### config.mk
export PLATFORM = sky130hd
export DESIGN_NAME = phy_csr_seq
export DESIGN_NICKNAME = d
export VERILOG_FILES = /design/src/rtl/phy_seq_pkg.sv /design/src/rtl/phy_csr_seq.sv
export SDC_FILE = /design/constraint.sdc
export NUM_CORES = 1
export LEC_CHECK = 0
export ABC_AREA = 1
export BUFFER_PORTS_ARGS = -buffer_cell sky130_fd_sc_hd__buf_4
export CAP_MARGIN = 20
export CORE_AREA = 2 2 538 540
export CTS_CLUSTER_DIAMETER = 80
export DETAILED_ROUTE_END_ITERATION = 8
export DIE_AREA = 0 0 540 542
export PLACE_DENSITY_LB_ADDON = 0.08
export SETUP_SLACK_MARGIN = 0.02
export SYNTH_ARGS = -nofsm -noshare
export SYNTH_HDL_FRONTEND = slang
export SYNTH_SLANG_ARGS = --single-unit
### constraint.sdc
create_clock -name clk_sys -period 3.3 [get_ports clk_sys]
set_input_delay 0.165 -clock clk_sys [delete_from_list [all_inputs] [get_ports clk_sys]]
set_output_delay 0.165 -clock clk_sys [all_outputs]
set_load 0.01 [all_outputs]
### src/rtl/phy_seq_pkg.sv
// Shared types for the DDR PHY CSR configuration sequencer.
// Step-table record, step opcodes, FSM states and read-owner tags.
package phy_seq_pkg;

    localparam int SeqAw = 10;
    localparam int SeqDw = 32;

    typedef enum logic [1:0] {
        OP_END,
        OP_WRITE,
        OP_POLL,
        OP_WAIT
    } seq_op_e;

    typedef struct packed {
        seq_op_e          op;
        logic [SeqAw-1:0] adr;
        logic [SeqDw-1:0] data;
        logic [SeqDw-1:0] mask;
    } step_t;

    typedef enum logic [2:0] {
        ST_IDLE,
        ST_EXEC,
        ST_POLL_CHK,
        ST_WAIT,
        ST_DONE,
        ST_ERROR
    } seq_state_e;

    // Who issued the read whose data arrives next cycle.
    typedef enum logic [1:0] {
        OWN_NONE,
        OWN_HOST,
        OWN_SEQ
    } rd_own_e;

endpackage

### src/rtl/phy_csr_seq.sv
// Table-driven PHY CSR bring-up sequencer plus bus arbiter (sequencer wins).
// Ports: clk_sys/rst_sys, start_i, steps_i table, host_* request/read-back,
// csr_* PHY bus, busy_o/done_o/error_o status, step_idx_o.
module phy_csr_seq
    import phy_seq_pkg::*;
#(
    parameter int AW        = 10,
    parameter int DW        = 32,
    parameter int NumSteps  = 16,
    parameter int PollLimit = 1024,
    localparam int IW       = $clog2(NumSteps)
) (
    input  logic                         clk_sys,
    input  logic                         rst_sys,
    input  logic                         start_i,
    input  step_t [NumSteps-1:0]         steps_i,
    input  logic                         host_req_i,
    input  logic                         host_we_i,
    input  logic [AW-1:0]                host_adr_i,
    input  logic [DW-1:0]                host_dat_i,
    output logic                         host_gnt_o,
    output logic                         host_rvalid_o,
    output logic [DW-1:0]                host_dat_o,
    output logic [AW-1:0]                csr_adr_o,
    output logic                         csr_we_o,
    output logic [DW-1:0]                csr_dat_w_o,
    input  logic [DW-1:0]                csr_dat_r_i,
    output logic                         busy_o,
    output logic                         done_o,
    output logic                         error_o,
    output logic [IW-1:0]                step_idx_o
);

    localparam int MW = $clog2(PollLimit + 1);
    localparam logic [MW-1:0] MissLast = MW'(PollLimit - 1);
    localparam logic [IW-1:0] IdxLast  = IW'(NumSteps - 1);

    seq_state_e    state_q, state_d;
    logic [IW-1:0] idx_q, idx_d;
    logic [DW-1:0] cnt_q, cnt_d;
    logic [MW-1:0] miss_q, miss_d;
    rd_own_e       own_q, own_d;

    step_t cur;
    logic  advance;
    logic  poll_hit;
    logic  host_ok;

    assign cur = steps_i[idx_q];

    // Comparator only trusts data returned for the sequencer's own read.
    assign poll_hit = (own_q == OWN_SEQ) &&
        ((csr_dat_r_i & cur.mask) == (cur.data & cur.mask));

    assign host_ok = host_req_i && (state_q != ST_EXEC);

    always_ff @(posedge clk_sys or posedge rst_sys) begin
        if (rst_sys) begin
            state_q <= ST_IDLE;
            idx_q   <= '0;
            cnt_q   <= '0;
            miss_q  <= '0;
            own_q   <= OWN_NONE;
        end else begin
            state_q <= state_d;
            idx_q   <= idx_d;
            cnt_q   <= cnt_d;
            miss_q  <= miss_d;
            own_q   <= own_d;
        end
    end

    always_comb begin
        state_d     = state_q;
        idx_d       = idx_q;
        cnt_d       = cnt_q;
        miss_d      = miss_q;
        own_d       = OWN_NONE;
        advance     = 1'b0;
        csr_adr_o   = '0;
        csr_we_o    = 1'b0;
        csr_dat_w_o = '0;
        host_gnt_o  = 1'b0;

        unique case (state_q)
            ST_IDLE, ST_DONE, ST_ERROR: begin
                if (start_i) begin
                    state_d = ST_EXEC;
                    idx_d   = '0;
                    cnt_d   = '0;
                    miss_d  = '0;
                end
            end
            ST_EXEC: begin
                unique case (cur.op)
                    OP_WRITE: begin
                        csr_adr_o   = cur.adr;
                        csr_dat_w_o = cur.data;
                        csr_we_o    = 1'b1;
                        advance     = 1'b1;
                    end
                    OP_POLL: begin
                        csr_adr_o = cur.adr;
                        own_d     = OWN_SEQ;
                        state_d   = ST_POLL_CHK;
                    end
                    OP_WAIT: begin
                        cnt_d   = cur.data;
                        state_d = ST_WAIT;
                    end
                    OP_END: begin
                        state_d = ST_DONE;
                    end
                endcase
            end
            ST_POLL_CHK: begin
                if (poll_hit) begin
                    advance = 1'b1;
                end else if (miss_q == MissLast) begin
                    state_d = ST_ERROR;
                end else begin
                    miss_d  = miss_q + MW'(1);
                    state_d = ST_EXEC;
                end
            end
            ST_WAIT: begin
                // A zero count behaves like a count of one.
                if (cnt_q <= DW'(1)) begin
                    advance = 1'b1;
                end else begin
                    cnt_d = cnt_q - DW'(1);
                end
            end
            default: state_d = ST_IDLE;
        endcase

        if (advance) begin
            miss_d = '0;
            if (idx_q == IdxLast) begin
                state_d = ST_DONE;
            end else begin
                idx_d   = idx_q + IW'(1);
                state_d = ST_EXEC;
            end
        end

        // Host only ever sees the bus outside EXEC, so no overlap.
        if (host_ok) begin
            host_gnt_o  = 1'b1;
            csr_adr_o   = host_adr_i;
            csr_we_o    = host_we_i;
            csr_dat_w_o = host_dat_i;
            own_d       = host_we_i ? OWN_NONE : OWN_HOST;
        end
    end

    assign host_rvalid_o = (own_q == OWN_HOST);
    assign host_dat_o    = host_rvalid_o ? csr_dat_r_i : '0;

    assign busy_o  = (state_q == ST_EXEC) ||
                     (state_q == ST_POLL_CHK) ||
                     (state_q == ST_WAIT);
    assign done_o  = (state_q == ST_DONE);
    assign error_o = (state_q == ST_ERROR);

    assign step_idx_o = idx_q;

endmodule

After elaboration in Yosys (flattened, before gate mapping)
Index checks and enable logic that the tools add are counted.
{ "word_totals": {"regBits": 52, "input_bits": 1295, "out_inout_bits": 84, "wordCells": 87} }
{ "classes": {"addsub": 3, "order_cmp": 2, "eq_ne": 22, "mux": 40, "bitwise_logic": 2, "reduce_logical": 13} }
{ "ops": {"columns": ["cell", "n"], "rows": [
  ["binary-select mux 76 bit (select 4 bit)", 1],
  ["2-to-1 mux 32 bit", 7],
  ["one-hot mux 32 bit (3 select lines)", 1],
  ["2-to-1 mux 76 bit", 1],
  ["AND 32 bit", 2],
  ["2-to-1 mux 11 bit", 4],
  ["equality test 32 bit", 1],
  ["less-or-equal comparator 32 x 1 -> 1 bit, second input constant", 1],
  ["subtractor 32 x 1 -> 32 bit, second input constant", 1],
  ["2-to-1 mux 10 bit", 3],
  ["one-hot mux 11 bit (2 select lines)", 1],
  ["2-to-1 mux 4 bit", 4],
  ["2-to-1 mux 3 bit", 5],
  ["one-hot mux 3 bit (4 select lines)", 1],
  ["AND reduction 4 bit", 3],
  ["adder 11 x 1 -> 11 bit, second input constant", 1],
  ["equality test 11 x 10 -> 1 bit, second input constant", 1],
  ["!= test 3 bit, second input constant", 3],
  ["one-hot mux 3 bit (3 select lines)", 1],
  ["2-to-1 mux 1 bit", 7],
  ["equality test 2 bit, second input constant", 3],
  ["equality test 3 x 2 -> 1 bit, second input constant", 2],
  ["equality test 3 bit, second input constant", 2],
  ["2-to-1 mux 2 bit", 3],
  ["other kinds (17)", 23]
]} }

Logic depth before layout (Yosys ltp)
Gate-level depths: netlist of run 1.
{ "logic_depth": {"depth_word": 9, "depth_mapped": 23, "mapped_depth_nobuf": 20} }

Worst setup path before layout of run 1
Ideal clock, no wire load.
{ "synth_timing": {"kind": "flip-flop to output port", "startpoint": "reg idx_q[0] (netlist: step_idx_o[0])", "endpoint": "out csr_adr_o[0]", "arrival_ns": 3.164, "t_required_ns": 3.135, "slack_ns": -0.029, "path_stages_with_launch": 17, "n_path_buf": 6, "path_cell_list": "dfrtp_1 > buf_6 > buf_6 > buf_6 > buf_2 > buf_2 > buf_1 > o21ai_0 > o221ai_1 > o211ai_1 > nand2_1 > inv_1 > ha_1 > inv_1 > nor2_1 > o31ai_1 > o21ai_0"} }
{ "synth_via": {"elab_chain_len": 7, "elab_cells_between_ends": 8, "cone_classes": "eq/ne: 2; mux: 5; reduce/logical: 1"} }
{ "synth_lines": {"columns": ["element", "line", "source"], "rows": [
  ["start, declared", "phy_csr_seq.sv:39", "logic [IW-1:0] idx_q, idx_d;"],
  ["start signal, assigned", "phy_csr_seq.sv:66", "idx_q <= idx_d;"],
  ["binary-select mux 76 bit (select 4 bit) (*)", "phy_csr_seq.sv:49", "assign cur = steps_i[idx_q];"],
  ["2-to-1 mux 76 bit (implied by the code) (*)", "phy_csr_seq.sv:49", null],
  ["equality test 2 x 1 -> 1 bit or equality test 2 bit (tied branches)", "phy_csr_seq.sv:95", "unique case (cur.op)"],
  ["OR reduction 2 bit (no source line)", null, null],
  ["2-to-1 mux 10 bit (*)", "phy_csr_seq.sv:95", null],
  ["2-to-1 mux 10 bit (*)", "phy_csr_seq.sv:85", "unique case (state_q)"],
  ["2-to-1 mux 10 bit (*)", "phy_csr_seq.sv:148", "if (host_ok) begin"],
  ["end, declared", "phy_csr_seq.sv:24", "output logic [AW-1:0] csr_adr_o,"]
]} }
Every way passes the cells marked *; elsewhere a longest branch is shown, timed or not. The select of a mux whose other input is x is not followed.

Final worst setup path of run 1
{ "layout_timing": {"startpoint": "reg idx_q[0] (netlist: step_idx_o[0])", "endpoint": "reg miss_q[4]"} }
{ "layout_via": {"elab_chain_len": 9, "elab_cells_between_ends": 16, "cone_classes": "eq/ne: 5; mux: 6; bitwise: 2; reduce/logical: 3"} }
{ "layout_lines": {"columns": ["element", "line", "source"], "rows": [
  ["binary-select mux 76 bit (select 4 bit) (*)", "phy_csr_seq.sv:49", null],
  ["2-to-1 mux 76 bit (implied by the code) (*)", "phy_csr_seq.sv:49", null],
  ["AND 32 bit", "phy_csr_seq.sv:53", "((csr_dat_r_i & cur.mask) == (cur.data & cur.mask));"],
  ["equality test 32 bit", "phy_csr_seq.sv:53", null],
  ["logical AND 1 bit", "phy_csr_seq.sv:52", "assign poll_hit = (own_q == OWN_SEQ) &&"],
  ["2-to-1 mux 1 bit", "phy_csr_seq.sv:117", "if (poll_hit) begin"],
  ["one-hot mux 1 bit (3 select lines)", "phy_csr_seq.sv:85", null],
  ["!= test 3 bit (no source line) or nonzero test 3 bit (tied branches)", null, null],
  ["AND reduction 4 bit (no source line)", null, null],
  ["end signal, assigned", "phy_csr_seq.sv:68", "miss_q <= miss_d;"],
  ["end, declared", "phy_csr_seq.sv:41", "logic [MW-1:0] miss_q, miss_d;"]
]} }
Marks and branches as above.
A chain may end at the register's enable or synchronous reset.

==> impl_metrics.toml, run 1 <==
[finish]
register_area_um2 = 1320
finish.utilization_pct = 13.4
drive_above_1_share_pct = 41.9
nFillCells = 33952
syn_to_final_growth_pct = 126
nets = 6398
multi_input_area_um2 = 13800
design_area_um2 = 38300

[timing]
rsz0062_at_grt = "true"
hold_violations = 26
min_period_ns = 3.46
fin_skew_ns = 0.00635
max_slew_margin_pct = 31.1
hold-worst-slack_ns = -0.0205
fmax_ghz = 0.289
finalMaxSlewViolations = 0
worstMarginPinSlew_ns = 1.03
fin_ws_ns = -0.158
setup_violations = 27
fin_crit_sh_pct = 105

[global_route]
grt_usage_pct = 16.7
grt_pass1_vias = 32687
grt_pass1_wl_um = 326000
antenna_found_initial = 130
grt_start_max_net_pins = 64
grt_overflow = 0

[logic_synthesis]
synth_top_area_cell = "nand2_1"
synth-edff-count = 0
synth_top_family_by_area = "simple AND/OR/NAND/NOR gates"
synthAdderAreaFrac_pct = 0.739
synth-simple-area-share_pct = 48.9
syn_avg_cell_area_um2 = 4.92
ys_seq_area_share_pct = 7.69
synth_warnings = 0
syn_inst = 3441
synth_mux_area_share_pct = 0
synth.net_count = 4746
synth_area_um2 = 16900
synth-compound-area-share_pct = 26.9
synth_cell_types = 43
ys_seq_elements = 52
synth_area_leaders = "nand2_1 (19%), nor2_1 (15%), nand3_1 (14%)"
async_flop_share_pct = 100
synth-main-ff-cell = "dfrtp_1"
synth_top_cell_area_share_pct = 18.6
synthXorXnorAreaFrac_pct = 0.207

[route]
drc = 0
routed_wl_um = 257000
first_pass_iters = 5
vias = 30787
antenna_left = 0
vias_per_cell = 3.46
drt_iter0_drc = 1501
avgRoutedWirePerCell_um = 28.9

[setup_path]
cp_max_fo = 15
startpoint_type = "flop"
rr_worst_depth = 19
cp.arrival_ns = 3.67
worstSetupPathType = "flop to flop"
r2r_end = "miss_q[4]"
ff2ff_setup_slack_ns = -0.16
end_kind = "flop"
rr_startpoint = "step_idx_o[0]"
required_ns = 3.51

[power_and_ir_drop]
ir_drop_uv = 302
cellPowerDensity_nw_per_um2 = 652
power_leakage_nw = 18.1

[placed_design]
place_area_um2 = 35500
place.gp.congestion = 0.824
dp_hpwl_um = 222000
portBuffers = 1378
pre_cts_ws_ns = -1.12

[run_status]
violations = "negative hold slack, negative setup slack"
status = "finished, violations left"

[clock_tree]
cts_tree = "built"
cts_buffers = 5
clkSinkCount = 52
clkSlewWorstSetupHoldPaths_ns = 0.09
clockBufferDepth = 2
htreeDepth = 2
clkLatencyLatePin_ns = 0.32
clockRootBuffer = "clkbuf_16"

[flow_run]
maxCapViolCount = 0

[floorplanning]
die_y_um = 542
initial_core_util_pct = 5.90
num_rows = 197
core_area_um2 = 287000
die_x_um = 540
io_pins = 1379
die_area_um2 = 293000

[hold_path]
worst_hold_path_type = "input pin to async pin"
==> where the power goes <==
group          internal, mW  switching (mW)  total, mW
Clock                 0.360           0.320      0.680
Combinational          9.68            13.5       23.2
Sequential            0.838           0.257       1.10
==> synth_stat cells, types with 3 or more instances <==
library cell and instances:
nand2_1 838, nor2_1 667, nand3_1 471, o21ai_0 307
inv_1 300, a21oi_1 141, o211ai_1 127, buf_2 101
clkbuf_1 97, o21ai_1 72, dfrtp_1 52, buf_1 39
a32o_1 31, buf_6 26, buf_4 22, nor3_1 20
a221oi_1 16, o22ai_1 12, o2111ai_1 11, ha_1 10
o31ai_1 10, a311oi_1 8, a22oi_1 7, a32oi_1 7
nor4_1 7, a211oi_1 6, nand4_1 5, o221ai_1 5
xor2_1 4, inv_2 3, or2_2 3
==> placed cells by master, fill, tap and decap left out, types with 5 or more instances in the layout <==
master | Yosys | routed
buf_4 | 22 | 1739
nand2_1 | 838 | 795
nor2_1 | 667 | 646
nand3_1 | 471 | 403
inv_1 | 300 | 292
o21ai_0 | 307 | 264
a21oi_1 | 141 | 139
o211ai_1 | 127 | 127
buf_12 | 0 | 120
o21ai_1 | 72 | 98
nand3_2 | 1 | 62
dfrtp_1 | 52 | 48
nand2_2 | 0 | 33
a32o_1 | 31 | 30
diode_2 | 0 | 28
buf_16 | 0 | 23
buf_6 | 26 | 22
nor3_1 | 20 | 20
o21ai_2 | 0 | 17
clkbuf_16 | 0 | 17
a221oi_1 | 16 | 16
nor2_2 | 1 | 15
o22ai_1 | 12 | 12
nand2_4 | 2 | 11
nor2_4 | 1 | 8
o2111ai_1 | 11 | 8
a311oi_1 | 8 | 8
bufbuf_16 | 0 | 8
a22oi_1 | 7 | 7
a32oi_1 | 7 | 7
nand3_4 | 0 | 7
ha_1 | 10 | 7
nor4_1 | 7 | 6
inv_2 | 3 | 6
a211oi_1 | 6 | 6
o31ai_2 | 0 | 6
nand4_1 | 5 | 5
==> cell type report <==
class / count / area share (%)
Antenna cell: 28 / 0.183
Timing Repair inverter: 1 / 0.0425
Timing Repair Buffer: 1929 / 44.3
Multi-Input combinational cell: 2797 / 36.1
Inverter: 307 / 3.16
Clock buffer: 5 / 0.327
Tap cell: 3781 / 12.3
Sequential cell: 52 / 3.44
Clock inverter: 3 / 0.111
==> registers in the layout, summed over array words and instances (netlist names) <==
signal,cells
own_q,2
state_q,3
miss_q,11
step_idx_o,4
cnt_q,32
==> timing repair <==
item / CTS / global route
pin swaps: 47 / 49
hold buffers: 1 / 0
endpoints found under the hold margin: 1 / 0
setup buffers: 50 / 13
endpoints found under the setup margin: 93 / 92
gates cloned: 12 / 12
gates resized for setup: 243 / 99
==> logic make-up (layout without fill, tap and decap cells) <==
group / count (synthesis) / count (layout)
buffers and inverters: 592 / 2245
XOR/XNOR: 4 / 4
other: 0 / 28
flip-flops: 52 / 52
adder cells (fa/ha/maj): 10 / 10
AO/OA/AOI/OAI: 764 / 764
AND/OR/NAND/NOR: 2019 / 2019
==> worst max-delay path, stage by stage, from the launching register on <==
cell	delay, ns
dfrtp_4	0.58
buf_12	0.18
buf_16	0.16
buf_4	0.23
o211ai_1	0.23
nand3_1	0.13
buf_4	0.18
nand3_1	0.18
nand3_4	0.19
nand3_1	0.14
nand2_1	0.07
inv_2	0.08
nand2_4	0.05
buf_12	0.11
nor2_2	0.12
nand3_2	0.13
buf_12	0.17
buf_4	0.15
o2111ai_1	0.07
nand2_1	0.10
==> metal layers <==
metal	wire length [µm]	share of wire [%]	track usage (%)
met1	101000	39	18.6
met2	135000	53	32.0
met3	16600	6.5	4.45
met4	3360	1.3	1.91
met5	399	0.16	0
==> worst max path at each step <==
stage,from,to,slack (ns),cells after the start
floorplan,step_idx_o[0],miss_q[0],0.08,18
global placement,step_idx_o[0],miss_q[7],-1.20,17
detailed placement,step_idx_o[0],miss_q[7],-1.12,17
CTS,step_idx_o[0],miss_q[4],-0.21,17
global route,step_idx_o[0],csr_adr_o[6],-0.28,16
finish,step_idx_o[0],miss_q[4],-0.16,19
==> stage by stage <==
step                hold slack (ns)  power (mW)  instances  TNS [ns]
finish                      -0.0205        25.0       8903     -2.34
global route                 0.0127        27.2       8884     -9.58
CTS                         0.00257        25.2       8851     -7.09
detailed placement            0.347        22.5       8780    -40.92
global placement              0.345        22.6       8780    -42.10
floorplan                     0.231        9.29       3441         0
No activity file was read; power rests on OpenSTA's default activity.
==> run 2, diff against run 1 <==
==> constraint.sdc (replaced) <==
create_clock -name clk_sys -period 3.3 [get_ports clk_sys]
set_input_delay 0.33 -clock clk_sys [delete_from_list [all_inputs] [get_ports clk_sys]]
set_output_delay 0.33 -clock clk_sys [all_outputs]
set_load 0.01 [all_outputs]
==> run 2 against run 1 <==
Against the previous run: the flow finishes with violations (negative setup slack); largest power group unchanged; critical endpoint is now csr_adr_o[0]; worst hold slack better by 0.074 ns; maximum frequency is 4.7% lower; power is 1.6% lower; die area stayed put.
==> impl_metrics.toml, run 2 (synthesized netlist as in run 1, its figures left out) <==
[timing]
fin_skew_ns = 0.00960
max_slew_margin_pct = 39.3
worstMarginPinSlew_ns = 0.910
setup_violations = 65
fmax_ghz = 0.276
min_period_ns = 3.63
rsz0062_at_grt = "true"
final.setup.tns_ns = -12.52
fin_crit_sh_pct = 110
finalMaxSlewViolations = 0
hold-worst-slack_ns = 0.0531
hold_violations = 0
fin_ws_ns = -0.329

[placed_design]
portBuffers = 1378
dp_hpwl_um = 222000
place.gp.congestion = 0.814
dp_cells = 8803

[setup_path]
end_kind = "output pin"
crit_family = "buffers and inverters"
required_ns = 2.97
cp_common_cell = "buf_12"
critPathBufInv = 9
startpoint_type = "flop"
slowest_delay_ns = 0.52
cp.arrival_ns = 3.30
crit_chain = "buf_4 -> buf_6 -> buf_12 -> o21ai_1 -> o221ai_2 -> buf_4 -> nand3_1 -> nand2_2 -> inv_2 -> ha_4 -> inv_2 -> nor2_4 -> buf_12 -> buf_12 -> o31ai_2 -> o21ai_2 -> buf_6"
cp_max_fo = 17
worstSetupPathType = "flop to output pin"
slowest_stage = "dfrtp_4"

[floorplanning]
die_x_um = 540
initial_core_util_pct = 5.90
die_y_um = 542
num_rows = 197
die_area_um2 = 293000
core_area_um2 = 287000
io_pins = 1379

[power_and_ir_drop]
report.power.total_mw = 24.6
cellPowerDensity_nw_per_um2 = 646
ir_drop_uv = 338
power_leakage_nw = 18.0

[global_route]
grt_usage_pct = 16.5
grt_pass1_wl_um = 324000
grt_overflow = 0
grt_start_max_net_pins = 67
antenna_found_initial = 108
grt_pass1_vias = 33107

[clock_tree]
cts_buffers = 5
htreeDepth = 2
cts_tree = "built"
clockRootBuffer = "clkbuf_16"
clockBufferDepth = 2
clkLatencyLatePin_ns = 0.32
clkSinkCount = 52
clkSlewWorstSetupHoldPaths_ns = 0.08

[finish]
final_common_cell = "buf_4"
syn_to_final_growth_pct = 125
nFillCells = 34081
instances_no_fill = 8890
drive_above_1_share_pct = 42.0
largest_register = "cnt_q"
register_area_um2 = 1320
nets = 6392
layout_common_cells = "buf_4 (1,754), nand2_1 (792), nor2_1 (656)"
largest_reg_flops = 32
multi_input_area_um2 = 14000

[hold_path]
worst_hold_path_type = "input pin to async pin"

[route]
antenna_left = 0
avgRoutedWirePerCell_um = 28.2
drc = 0
routed_wl_um = 251000
vias = 30467
drt_iter0_drc = 1362
first_pass_iters = 5
vias_per_cell = 3.43

[run_status]
status = "finished, violations left"
violations = "negative setup slack"

[flow_run]
maxCapViolCount = 0
-- run 2: final timing paths --
check	from	depth (start not counted)	end	slack, ns
max reg2reg	step_idx_o[0]	19	miss_q[10]	-0.30
min in group clk_sys	host_we_i	2	own_q[0]	0.17
min	rst_sys	2	cnt_q[25]	0.05
max in group asynchronous	rst_sys	3	cnt_q[7]	2.42
max	step_idx_o[1]	17	csr_adr_o[0]	-0.33
min reg2reg	cnt_q[5]	2	cnt_q[5]	0.54
-- run 2: power by group --
part	internal, mW	total (mW)	leakage (nW)	switching (mW)
Combinational	9.46	22.8	17.2	13.3
Clock	0.403	0.716	0.0903	0.314
Sequential	0.839	1.08	0.680	0.242
Total	10.7	24.6	18.0	13.9
-- run 2: routing by layer --
metal	vias up	track usage [%]	wire length, µm
met1	14412	18.5	99500
met2	1068	32.0	133000
li1	14728	-	-
met4	66	0.541	1440
met3	193	4.36	16300
met5	-	0	431
-- run 2: layout make-up --
cell class	count	share of cell area, %
antenna	21	0.138
clock buffer	7	0.401
clock inverter	1	0.0789
inverter	307	3.16
multi-input combinational	2797	36.9
sequential	52	3.46
tap	3781	12.4
timing repair buffer	1923	43.4
timing repair inverter	1	0.0230
-- run 2: what timing repair did --
item                       CTS  global route
pin swaps                   52            34
setup buffers               44             3
gates cloned                15             0
setup endpoints to repair   93            93
hold buffers                 0             0
resized for setup          283            39
-- run 2: per-stage QoR --
| stage | setup WS [ns] | utilization (%) | instance area [µm²] |
|---|---|---|---|
| 2_1_floorplan | 0.0417 | - | 16900 |
| 3_3_place_gp | -0.961 | 12.4 | 35700 |
| 3_5_place_dp | -0.939 | 12.4 | 35700 |
| 4_1_cts | -0.435 | 13.2 | 37900 |
| 5_1_grt | -0.514 | 13.2 | 38000 |
| 6_report | -0.329 | 13.3 | 38100 |
==> run 3, diff against run 2 <==
--- a/config.mk
+++ b/config.mk
@@ -13,7 +13,6 @@
 export DETAILED_ROUTE_END_ITERATION = 8
 export DIE_AREA = 0 0 540 542
 export PLACE_DENSITY_LB_ADDON = 0.08
-export SETUP_SLACK_MARGIN = 0.02
 export SYNTH_ARGS = -nofsm -noshare
 export SYNTH_HDL_FRONTEND = slang
 export SYNTH_SLANG_ARGS = --single-unit
==> run 3 against run 2 <==
Against the previous run: the flow still finishes with violations (negative setup slack); design area grew 4.7%; critical endpoint is now csr_dat_w_o[11]; combinational power grew 8%; die area is the same; setup slack gained 0.12 ns; highest routed layer unchanged; sequential share of layout area shrank 0.16 points; cell count grew 0.58%; maximum frequency grew 3.5%; critical path depth shrank 4; sequential power is essentially flat.
==> impl_metrics.toml, run 3 (synthesized netlist as in run 1, its figures left out) <==
[timing]
fin_crit_sh_pct = 106
setup_violations = 60
finalMaxSlewViolations = 0
fin_skew_ns = 0.00698
min_period_ns = 3.51
hold-worst-slack_ns = 0.123
hold_violations = 0
fmax_ghz = 0.285
max_slew_margin_pct = 50.3
rsz0062_at_grt = "true"
worstMarginPinSlew_ns = 0.740
fin_ws_ns = -0.205

[power_and_ir_drop]
swShare_pct = 55.6
ir_drop_uv = 362
clkPwrFrac_pct = 2.3
p_switching_mw = 14.6
cellPowerDensity_nw_per_um2 = 661
internal_power_mw = 11.7
report.power.total_mw = 26.3
pwr-share-seq_pct = 4.1
power_leakage_nw = 18.7
pwr-share-comb_pct = 93.6

[setup_path]
rr_startpoint = "step_idx_o[0]"
cp_max_fo = 15
end_kind = "output pin"
rr_worst_depth = 22
worstSetupPathType = "flop to output pin"
cp.arrival_ns = 3.18
crit_start = "step_idx_o[0]"
required_ns = 2.97
startpoint_type = "flop"

[finish]
layout_common_cells = "buf_4 (1,737), nand2_1 (747), nor2_1 (632)"
nets = 6445
drive_above_1_share_pct = 45.7
syn_to_final_growth_pct = 135
finish.utilization_pct = 13.9
largest_register = "cnt_q"
largest_reg_flops = 32
final_common_cell = "buf_4"

[run_status]
violations = "negative setup slack"
status = "finished, violations left"

[route]
drc = 0
antenna_left = 0
avgRoutedWirePerCell_um = 28.8
first_pass_iters = 5
vias = 31007
drt_iter0_drc = 1436
vias_per_cell = 3.47
routed_wl_um = 258000

[clock_tree]
cts_buffers = 5
clkSinkCount = 52
clkSlewWorstSetupHoldPaths_ns = 0.08
htreeDepth = 2
cts_tree = "built"
clkLatencyLatePin_ns = 0.32
clockRootBuffer = "clkbuf_16"
clockBufferDepth = 2
ctsHoldBuffers = 0

[floorplanning]
core_area_um2 = 287000
initial_core_util_pct = 5.90
num_rows = 197
die_x_um = 540
io_pins = 1379
die_y_um = 542
die_area_um2 = 293000

[flow_run]
maxCapViolCount = 0

[global_route]
grt_start_max_net_pins = 67
grt_pass1_wl_um = 331000
grt_usage_pct = 16.9
antenna_found_initial = 143
grt_pass1_vias = 33297
grt_overflow = 0

[placed_design]
dp_hpwl_um = 222000
portBuffers = 1378
place.gp.congestion = 0.819

[hold_path]
worst_hold_path_type = "input pin to async pin"
run 3: worst paths after layout:
path	to	slack (ns)
worst max-delay path	csr_dat_w_o[11]	-0.21
worst min-delay path	cnt_q[28]	0.12
worst min register to register	cnt_q[5]	0.53
min in group clk_sys	own_q[0]	0.18
worst max register to register	miss_q[4]	-0.08
max in group asynchronous	cnt_q[14]	2.25
run 3: area by class of cell:
cell class,instances,area (µm²)
Fill cell,33961,247000
Timing Repair Buffer,1975,17500
Multi-Input combinational cell,2797,14800
Tap cell,3781,4730
Sequential cell,52,1320
Inverter,307,1210
Clock buffer,7,133
Antenna cell,20,50.0
Timing Repair inverter,2,41.3
Clock inverter,1,5.00
run 3: metrics by stage:
step	instance area, µm²	TNS (ns)	std cells	worst slack (ns)
global placement	35700	-34.22	8807	-0.749
CTS	39400	-6.25	8913	-0.189
detailed placement	35700	-33.67	8807	-0.670
finish	39800	-5.45	8942	-0.205
global route	39800	-14.85	8929	-0.292
floorplan	16900	0	3441	0.00266
run 3: critical path, cell delays in order, from the launching register on:
cell and delay [ns]:
dfrtp_4 0.53, buf_12 0.15, buf_16 0.15, buf_8 0.14, o21ai_2 0.11, o22ai_1 0.09
o211ai_1 0.38, nand2_2 0.16, buf_4 0.17, buf_6 0.11, ha_4 0.19, buf_12 0.16
a32o_2 0.30, buf_4 0.15
run 3: power by group through the flow:
stage	logic (mW)	clock network, mW	registers (mW)
after floorplan	8.31	0	0.989
after global placement	21.7	0	1.09
after detailed placement	21.6	0	1.08
after CTS	25.2	0.622	1.08
after global routing	26.8	0.651	1.12
final	24.6	0.592	1.08
run 3: layer usage:
metal,global-route usage (%),up-vias,wire (µm),share of wire (%)
li1,-,14854,-,-
met1,18.8,14638,100000,39
met2,32.4,1154,135000,52
met3,4.56,271,17300,6.7
met4,2.14,90,4820,1.9
met5,0,-,560,0.22
run 3: repair_timing:
action,4_1_cts,5_1_grt
endpoints found under the setup margin,93,90
gates cloned,23,4
gates resized for setup,565,83
pin swaps,140,46
buffers inserted,95,8
